==> src/rtl/spmv_lane_pkg.sv <==
// Shared definitions for the sparse matrix-vector multiply lane:
// field geometry, field slot indices inside the FIFO word, and lane states.
package spmv_lane_pkg;

  localparam int FIELD_W = 8;
  localparam int ACC_W   = 24;

  // Slot index of each field inside the concatenated FIFO word / flag vector.
  localparam int FLD_VAL = 0;
  localparam int FLD_COL = 1;
  localparam int FLD_ROW = 2;

  typedef enum logic [2:0] {
    ST_IDLE   = 3'd0,
    ST_FETCH  = 3'd1,
    ST_LOOKUP = 3'd2,
    ST_MAC    = 3'd3,
    ST_EMIT   = 3'd4
  } lane_state_e;

endpackage

==> src/rtl/spmv_lane_if.sv <==
// Bundle between one fetcher channel / vector loader / result sink and a lane.
//
// Result handshake: y_valid/y_ready follow strict valid/ready rules. A result
// transfers on every rising clk edge where y_valid && y_ready. Once y_valid is
// raised, y_valid, y_row and y_sum stay stable until that transfer; y_valid
// never depends combinationally on y_ready.
interface spmv_lane_if #(
  parameter int FIELD_W = spmv_lane_pkg::FIELD_W,
  parameter int ACC_W   = spmv_lane_pkg::ACC_W
);
  // Fetcher FIFO side (standard, non-FWFT: fields valid the cycle after read)
  logic [2:0]           empty;
  logic [3*FIELD_W-1:0] fields;
  logic [2:0]           read;
  // Dense vector loader
  logic                 x_we;
  logic [FIELD_W-1:0]   x_addr;
  logic [FIELD_W-1:0]   x_data;
  // Control and result port
  logic                 flush;
  logic                 y_valid;
  logic                 y_ready;
  logic [FIELD_W-1:0]   y_row;
  logic [ACC_W-1:0]     y_sum;
  logic                 busy;

  // Environment side: drives FIFO data, vector writes, flush and y_ready.
  modport master (
    output empty, fields, x_we, x_addr, x_data, flush, y_ready,
    input  read, y_valid, y_row, y_sum, busy
  );

  // Lane side.
  modport slave (
    input  empty, fields, x_we, x_addr, x_data, flush, y_ready,
    output read, y_valid, y_row, y_sum, busy
  );
endinterface

==> src/rtl/spmv_lane_vector_ram.sv <==
// Dense vector storage: one synchronous write port, one synchronous read port
// with 1-cycle latency. A same-address read/write returns the old contents.
// Contents survive reset on purpose: the vector is loaded once per matrix.
module vector_ram #(
  parameter int DEPTH = 256,
  parameter int W     = 8,
  parameter int AW    = $clog2(DEPTH)
) (
  input  logic          clk,
  input  logic          i_we,
  input  logic [AW-1:0] i_waddr,
  input  logic [W-1:0]  i_wdata,
  input  logic [AW-1:0] i_raddr,
  output logic [W-1:0]  o_rdata
);

  logic [W-1:0] r_mem [DEPTH];

  // Write and read in the same block so a colliding read sees pre-write data.
  always_ff @(posedge clk) begin
    if (i_we) begin
      r_mem[i_waddr] <= i_wdata;
    end
    o_rdata <= r_mem[i_raddr];
  end

endmodule

==> src/rtl/spmv_lane.sv <==
// One SpMV lane: pops (value, col, row) triples from a fetcher channel,
// multiplies value by x[col] and accumulates per row. A row sum is emitted
// when the row index changes, or on flush while idle with nothing to fetch.
module spmv_lane
  import spmv_lane_pkg::*;
#(
  parameter int FIELD_W = spmv_lane_pkg::FIELD_W,
  parameter int ACC_W   = spmv_lane_pkg::ACC_W,
  parameter int X_DEPTH = 2 ** FIELD_W
) (
  input  logic          clk,
  input  logic          rst,
  spmv_lane_if.slave    bus,
  output logic [2:0]    o_state
);

  localparam int PROD_W = 2 * FIELD_W;

  localparam logic [2:0] S_IDLE   = ST_IDLE;
  localparam logic [2:0] S_FETCH  = ST_FETCH;
  localparam logic [2:0] S_LOOKUP = ST_LOOKUP;
  localparam logic [2:0] S_MAC    = ST_MAC;
  localparam logic [2:0] S_EMIT   = ST_EMIT;

  logic [2:0]         r_state;
  logic [2:0]         w_next;

  logic [FIELD_W-1:0] r_val;
  logic [FIELD_W-1:0] r_row;
  logic [FIELD_W-1:0] r_cur_row;
  logic [ACC_W-1:0]   r_acc;
  logic               r_acc_valid;

  logic               r_y_valid;
  logic [FIELD_W-1:0] r_y_row;
  logic [ACC_W-1:0]   r_y_sum;

  logic [FIELD_W-1:0] w_f_val;
  logic [FIELD_W-1:0] w_f_col;
  logic [FIELD_W-1:0] w_f_row;
  logic [FIELD_W-1:0] w_x;
  logic [PROD_W-1:0]  w_prod;
  logic [ACC_W-1:0]   w_prod_ext;
  logic               w_all_avail;
  logic               w_row_same;

  assign w_f_val = bus.fields[FLD_VAL*FIELD_W +: FIELD_W];
  assign w_f_col = bus.fields[FLD_COL*FIELD_W +: FIELD_W];
  assign w_f_row = bus.fields[FLD_ROW*FIELD_W +: FIELD_W];

  // A triple is only complete when all three field FIFOs hold data.
  assign w_all_avail = (bus.empty == 3'b000);
  assign w_row_same  = (r_row == r_cur_row);

  // The RAM is addressed straight from the FIFO word during LOOKUP, so x[col]
  // is on w_x in MAC, aligned with the latched value and row.
  vector_ram #(
    .DEPTH (X_DEPTH),
    .W     (FIELD_W)
  ) u_vector_ram (
    .clk     (clk),
    .i_we    (bus.x_we),
    .i_waddr (bus.x_addr),
    .i_wdata (bus.x_data),
    .i_raddr (w_f_col),
    .o_rdata (w_x)
  );

  assign w_prod     = $signed(r_val) * $signed(w_x);
  assign w_prod_ext = {{(ACC_W-PROD_W){w_prod[PROD_W-1]}}, w_prod};

  // Next-state selection; a complete triple beats flush in IDLE.
  always_comb begin
    w_next = r_state;
    case (r_state)
      S_IDLE: begin
        if (w_all_avail) begin
          w_next = S_FETCH;
        end else if (bus.flush && r_acc_valid) begin
          w_next = S_EMIT;
        end
      end
      S_FETCH:  w_next = S_LOOKUP;
      S_LOOKUP: w_next = S_MAC;
      S_MAC: begin
        if (r_acc_valid && !w_row_same) begin
          w_next = S_EMIT;
        end else begin
          w_next = S_IDLE;
        end
      end
      S_EMIT: begin
        if (r_y_valid && bus.y_ready) begin
          w_next = S_IDLE;
        end
      end
      default: w_next = S_IDLE;
    endcase
  end

  // State register.
  always_ff @(posedge clk or posedge rst) begin
    if (rst) begin
      r_state <= S_IDLE;
    end else begin
      r_state <= w_next;
    end
  end

  // Triple latch, accumulator and result registers.
  always_ff @(posedge clk or posedge rst) begin
    if (rst) begin
      r_val       <= '0;
      r_row       <= '0;
      r_cur_row   <= '0;
      r_acc       <= '0;
      r_acc_valid <= 1'b0;
      r_y_valid   <= 1'b0;
      r_y_row     <= '0;
      r_y_sum     <= '0;
    end else begin
      case (r_state)
        S_IDLE: begin
          if (!w_all_avail && bus.flush && r_acc_valid) begin
            r_y_row     <= r_cur_row;
            r_y_sum     <= r_acc;
            r_y_valid   <= 1'b1;
            r_acc_valid <= 1'b0;
          end
        end
        S_LOOKUP: begin
          r_val <= w_f_val;
          r_row <= w_f_row;
        end
        S_MAC: begin
          if (!r_acc_valid) begin
            r_acc       <= w_prod_ext;
            r_cur_row   <= r_row;
            r_acc_valid <= 1'b1;
          end else if (w_row_same) begin
            r_acc <= r_acc + w_prod_ext;
          end else begin
            // Close the finished row and start the new one in the same cycle.
            r_y_row   <= r_cur_row;
            r_y_sum   <= r_acc;
            r_y_valid <= 1'b1;
            r_acc     <= w_prod_ext;
            r_cur_row <= r_row;
          end
        end
        S_EMIT: begin
          if (r_y_valid && bus.y_ready) begin
            r_y_valid <= 1'b0;
          end
        end
        default: begin
        end
      endcase
    end
  end

  // All three field FIFOs pop together, only in FETCH.
  assign bus.read    = {3{r_state == S_FETCH}};
  assign bus.busy    = (r_state != S_IDLE);
  assign bus.y_valid = r_y_valid;
  assign bus.y_row   = r_y_row;
  assign bus.y_sum   = r_y_sum;
  assign o_state     = r_state;

endmodule

==> src/flat_wrapper.sv <==
// flat-port wrapper written by rule: the top's interface ports become plain ports
module spmv_lane_flat import spmv_lane_pkg::*;
#(
  parameter int FIELD_W = spmv_lane_pkg::FIELD_W,
  parameter int ACC_W   = spmv_lane_pkg::ACC_W,
  parameter int X_DEPTH = 2 ** FIELD_W
)
  (clk, rst, o_state, bus_empty, bus_fields, bus_x_we, bus_x_addr, bus_x_data, bus_flush, bus_y_ready, bus_read, bus_y_valid, bus_y_row, bus_y_sum, bus_busy);
  spmv_lane_if #(.FIELD_W(FIELD_W), .ACC_W(ACC_W)) bus_i ();
  input  logic clk;
  input  logic rst;
  output logic [2:0] o_state;
  input wire logic [$bits(bus_i.empty)-1:0] bus_empty;
  input wire logic [$bits(bus_i.fields)-1:0] bus_fields;
  input wire logic [$bits(bus_i.x_we)-1:0] bus_x_we;
  input wire logic [$bits(bus_i.x_addr)-1:0] bus_x_addr;
  input wire logic [$bits(bus_i.x_data)-1:0] bus_x_data;
  input wire logic [$bits(bus_i.flush)-1:0] bus_flush;
  input wire logic [$bits(bus_i.y_ready)-1:0] bus_y_ready;
  output wire logic [$bits(bus_i.read)-1:0] bus_read;
  output wire logic [$bits(bus_i.y_valid)-1:0] bus_y_valid;
  output wire logic [$bits(bus_i.y_row)-1:0] bus_y_row;
  output wire logic [$bits(bus_i.y_sum)-1:0] bus_y_sum;
  output wire logic [$bits(bus_i.busy)-1:0] bus_busy;
  assign bus_i.empty = bus_empty;
  assign bus_i.fields = bus_fields;
  assign bus_i.x_we = bus_x_we;
  assign bus_i.x_addr = bus_x_addr;
  assign bus_i.x_data = bus_x_data;
  assign bus_i.flush = bus_flush;
  assign bus_i.y_ready = bus_y_ready;
  assign bus_read = bus_i.read;
  assign bus_y_valid = bus_i.y_valid;
  assign bus_y_row = bus_i.y_row;
  assign bus_y_sum = bus_i.y_sum;
  assign bus_busy = bus_i.busy;
  spmv_lane #(.FIELD_W(FIELD_W), .ACC_W(ACC_W), .X_DEPTH(X_DEPTH)) u_core (.clk(clk), .rst(rst), .bus(bus_i), .o_state(o_state));
endmodule
==> config.mk <==
export PLATFORM = sky130hd
export DESIGN_NAME = spmv_lane_flat
export DESIGN_NICKNAME = d
export VERILOG_FILES = /design/src/rtl/spmv_lane_pkg.sv /design/src/rtl/spmv_lane_if.sv /design/src/rtl/spmv_lane_vector_ram.sv /design/src/rtl/spmv_lane.sv /design/src/flat_wrapper.sv
export SDC_FILE = /design/constraint.sdc
export NUM_CORES = 2
export LEC_CHECK = 0
export CORE_ASPECT_RATIO = 1.4
export CORE_MARGIN = 1
export CORE_UTILIZATION = 65
export DETAILED_ROUTE_END_ITERATION = 10
export PLACE_DENSITY = 0.84
export SLEW_MARGIN = 20
export SYNTH_ARGS = -nofsm -noshare
export SYNTH_HDL_FRONTEND = slang
export SYNTH_SLANG_ARGS = --single-unit
==> constraint.sdc <==
create_clock -name clk -period 20.5 [get_ports clk]
set_clock_uncertainty 0.1 [all_clocks]
set_input_delay 2.05 -clock clk [delete_from_list [all_inputs] [get_ports clk]]
set_output_delay 2.05 -clock clk [all_outputs]
set_load 0.02 [all_outputs]
==> impl_metrics.ini <==
[route]
route.final.wire_length_um = 237000
vias = 44621
drt_iter0_markers = 6938
route.detailed.wl_per_inst_um = 39.8
viasPerCell = 7.49
drc = 0
drt_first_pass_iters = 6
ant_nets = 0

[clock_tree]
clock_tree.root_cell = clkbuf_16
path_clk_slew_ps = 70
clock-sinks = 2141
clockBufferDepth = 3
clk-insertion-delay-late_ps = 860
post_cts_buffers = 0
htreeDepth = 4
ctsHoldBuffers = 0
numCtsBuffers = 184
cts_tree = done
cts_resized = 0

[worst_setup_path]
timing.critical_path.required_ps = 21110
rr_startpoint = u_core.r_val[6]
timing.rr.end = u_core.r_acc[22]
crit_end = u_core.r_acc[22]
cp.arrival_ps = 8460
ff2ff_setup_slack_ps = 12650
cp-start-kind = flop
end_kind = flop
worstRegToRegCells = 26
worstPathMaxFanout = 13
critPathLaunch = u_core.r_val[6]
path_class = flop to flop

[final_layout]
drive_above_1_share = 0.263
synthToLayoutAreaGrowth_pct = 10.3
post_layout_nonfiller_instances = 5959
nets = 4206

[placed_design]
dp_hpwl_um = 125000
port_buffers = 87
dp_cells = 5607
place_congestion = 0.877

[sta]
finalSetupViolCount = 0
hold_violations = 0
max_slew.worst_pin.slew_ps = 1340
maxSlewViolCount = 0
max_freq_mhz = 127
fin_crit_ps = 7850
relSlewSlack = 0.106
tns_ps = 0
rsz0062_at_grt = false
post-route-period-util = 0.383

[floorplan]
start_util = 0.656
die_x_um = 309
rows = 157
ios = 88
core_area_sq_um = 131000
die_y_um = 432
dieArea_sq_um = 134000

[worst_hold_path]
hold_depth = 1
hp-class = flop to flop

[grt]
grt_pass1_wl_um = 338000
antenna_found_initial = 19
grt_overflow_total = 0
grt_max_degree = 159
grt_pass1_vias = 44683
track_usage = 0.367

[yosys]
ys_warn_count = 0
synth.distinct_cells = 52
synth_async_sr_flop_share = 0.0397
ys.flop_type = edfxtp_1
syn_area_sq_um = 86000
yosysSeqAreaShare = 0.742
ys_ff_latch = 2141
syn-num-nets = 4091
synthCells = 3933
synth_edf_count = 2048
synth.avg_cell_area_sq_um = 21.9

[power]
cellLeakagePower_nw = 30.0
ir_worst_vdd_uv = 502
power.density_nw_per_um2 = 154

[flow_run]
maxCapViolations = 0

[run_status]
status = finished clean
## worst min-delay path by stage
stage,start,end,slack [ps]
final,u_core.bus.y_sum[15],u_core.bus.y_sum[15],400
after global placement,u_core.bus.y_sum[4],u_core.bus.y_sum[4],390
after floorplan,u_core.r_acc[0],u_core.r_acc[0],370
after detailed placement,u_core.bus.y_sum[15],u_core.bus.y_sum[15],390
after global routing,u_core.bus.y_sum[11],u_core.bus.y_sum[11],420
after CTS,u_core.bus.y_sum[15],u_core.bus.y_sum[15],410
## cell families (layout without fill, tap and decap cells)
group | Yosys count | after routing | synth area share
DFF | 2141 | 2141 | 0.742
other | 0 | 11 | 0
muxes | 741 | 741 | 0.186
buffers and inverters | 301 | 567 | 0.0141
and+or+nand+nor | 485 | 485 | 0.0244
adders and majority gates | 110 | 110 | 0.0209
AOI/OAI and AO/OA | 111 | 111 | 0.00798
xor gates and xnor gates | 44 | 44 | 0.00448
## through the flow
stage | area, sq um | utilization | setup WS (ps) | total power [mW] | hold slack, ps
2_1_floorplan | 86000 | - | 13460 | 9.60 | 374
3_3_place_gp | 88600 | 0.676 | 12680 | 10.7 | 388
5_1_grt | 94800 | 0.724 | 12140 | 15.4 | 420
6_report | 94800 | 0.724 | 12650 | 14.6 | 403
4_1_cts | 94700 | 0.723 | 12670 | 14.5 | 406
3_5_place_dp | 88600 | 0.676 | 12640 | 10.8 | 391
## sequential cells by signal, summed over array words and instances (netlist names)
register                     cells
u_core.u_vector_ram.r_mem     2048
u_core.bus.y_valid               1
u_core.r_val                     8
u_core.r_row                     8
u_core.bus.y_row                 8
u_core.u_vector_ram.o_rdata      8
u_core.o_state                   3
u_core.r_acc                    24
u_core.r_acc_valid               1
u_core.r_cur_row                 8
u_core.bus.y_sum                24
## cell usage in the layout (no fill, tap or decap), types with 14 or more instances in the layout
cell                n
mux4_2            680
clkinv_1           28
nor2b_1            15
bufinv_16          22
nor2_1            284
buf_4              40
inv_1              90
o21ai_0            29
and2_1             43
clkbuf_1           24
xnor2_1            30
edfxtp_1         2048
clkbuf_16         187
nand3_1            24
xor2_1             14
clkdlybuf4s50_1    73
ha_1               54
a21oi_1            37
fa_1               56
clkinv_2           42
dfrtp_1            85
clkinvlp_4         15
nand2_1            72
mux2_2             57
## cell usage after synthesis, types with 2 or more instances
master / number / area [sq um]
nor2b_1: 15 / 93.8
a21oi_1: 37 / 185
xnor2_1: 30 / 263
nand4_1: 13 / 81.3
nor2_1: 290 / 1090
mux2_2: 57 / 642
nand3_1: 27 / 135
a31oi_1: 4 / 25.0
mux4_2: 680 / 15300
o21a_1: 3 / 22.5
nand2b_1: 7 / 43.8
nor4_1: 2 / 12.5
ha_1: 54 / 676
a22oi_1: 3 / 22.5
and2_1: 43 / 269
o311ai_0: 2 / 17.5
o31ai_1: 3 / 22.5
buf_1: 20 / 75.1
dfxtp_1: 8 / 160
or3_1: 3 / 18.8
dfrtp_1: 85 / 2130
nor3_1: 6 / 30.0
a21o_1: 8 / 60.1
inv_1: 91 / 342
mux2i_1: 4 / 40.0
o211ai_1: 2 / 15.0
o21ai_0: 29 / 145
nand2_1: 72 / 270
xor2_1: 14 / 123
edfxtp_1: 2048 / 61500
fa_1: 56 / 1120
buf_4: 2 / 15.0
a221o_1: 4 / 40.0
clkbuf_1: 133 / 499
nor3b_1: 3 / 22.5
o41ai_1: 2 / 17.5
a211oi_1: 3 / 22.5
buf_2: 53 / 265
o21bai_1: 4 / 30.0
## per-layer routing
metal	vias to the layer above	wire length [um]	track usage
met2	4178	119000	0.588
met5	-	146	0
li1	16456	-	-
met3	850	26100	0.0766
met1	23119	75500	0.469
met4	18	16700	0.216
## power breakdown
group	total, mW	switching [mW]	internal, mW
Clock	3.65	1.69	1.96
Sequential	4.97	0.0912	4.88
Combinational	6.00	3.50	2.50
Total	14.6	5.27	9.35
## cell type report
| cell class | instances | area (sq um) |
|---|---|---|
| Clock inverter | 126 | 1290 |
| Antenna cell | 11 | 27.5 |
| Inverter | 92 | 347 |
| Tap cell | 1749 | 2190 |
| Sequential cell | 2141 | 63800 |
| Timing Repair Buffer | 138 | 1420 |
| Multi-Input combinational cell | 1491 | 21000 |
| Fill cell | 6472 | 36200 |
| Clock buffer | 211 | 4770 |
## critical path, stage by stage, from the launching register on
cell       delay [ps]
dfrtp_1           500
and2_1            210
fa_1              520
inv_1              60
fa_1              540
inv_1              70
fa_1              540
inv_1              50
fa_1              470
inv_1              40
ha_1              320
nand2_1            80
o211ai_1          110
o311ai_0          450
a21oi_1           190
mux2i_1           230
nor2_1            710
ha_1              400
a21o_1            200
a21oi_1           180
nand2b_1           70
a2111oi_0         490
nor3_1            150
a2111oi_2         440
a21oi_1           140
xor2_1            160
a221o_1           310
Power figures use the tool's default switching activity.
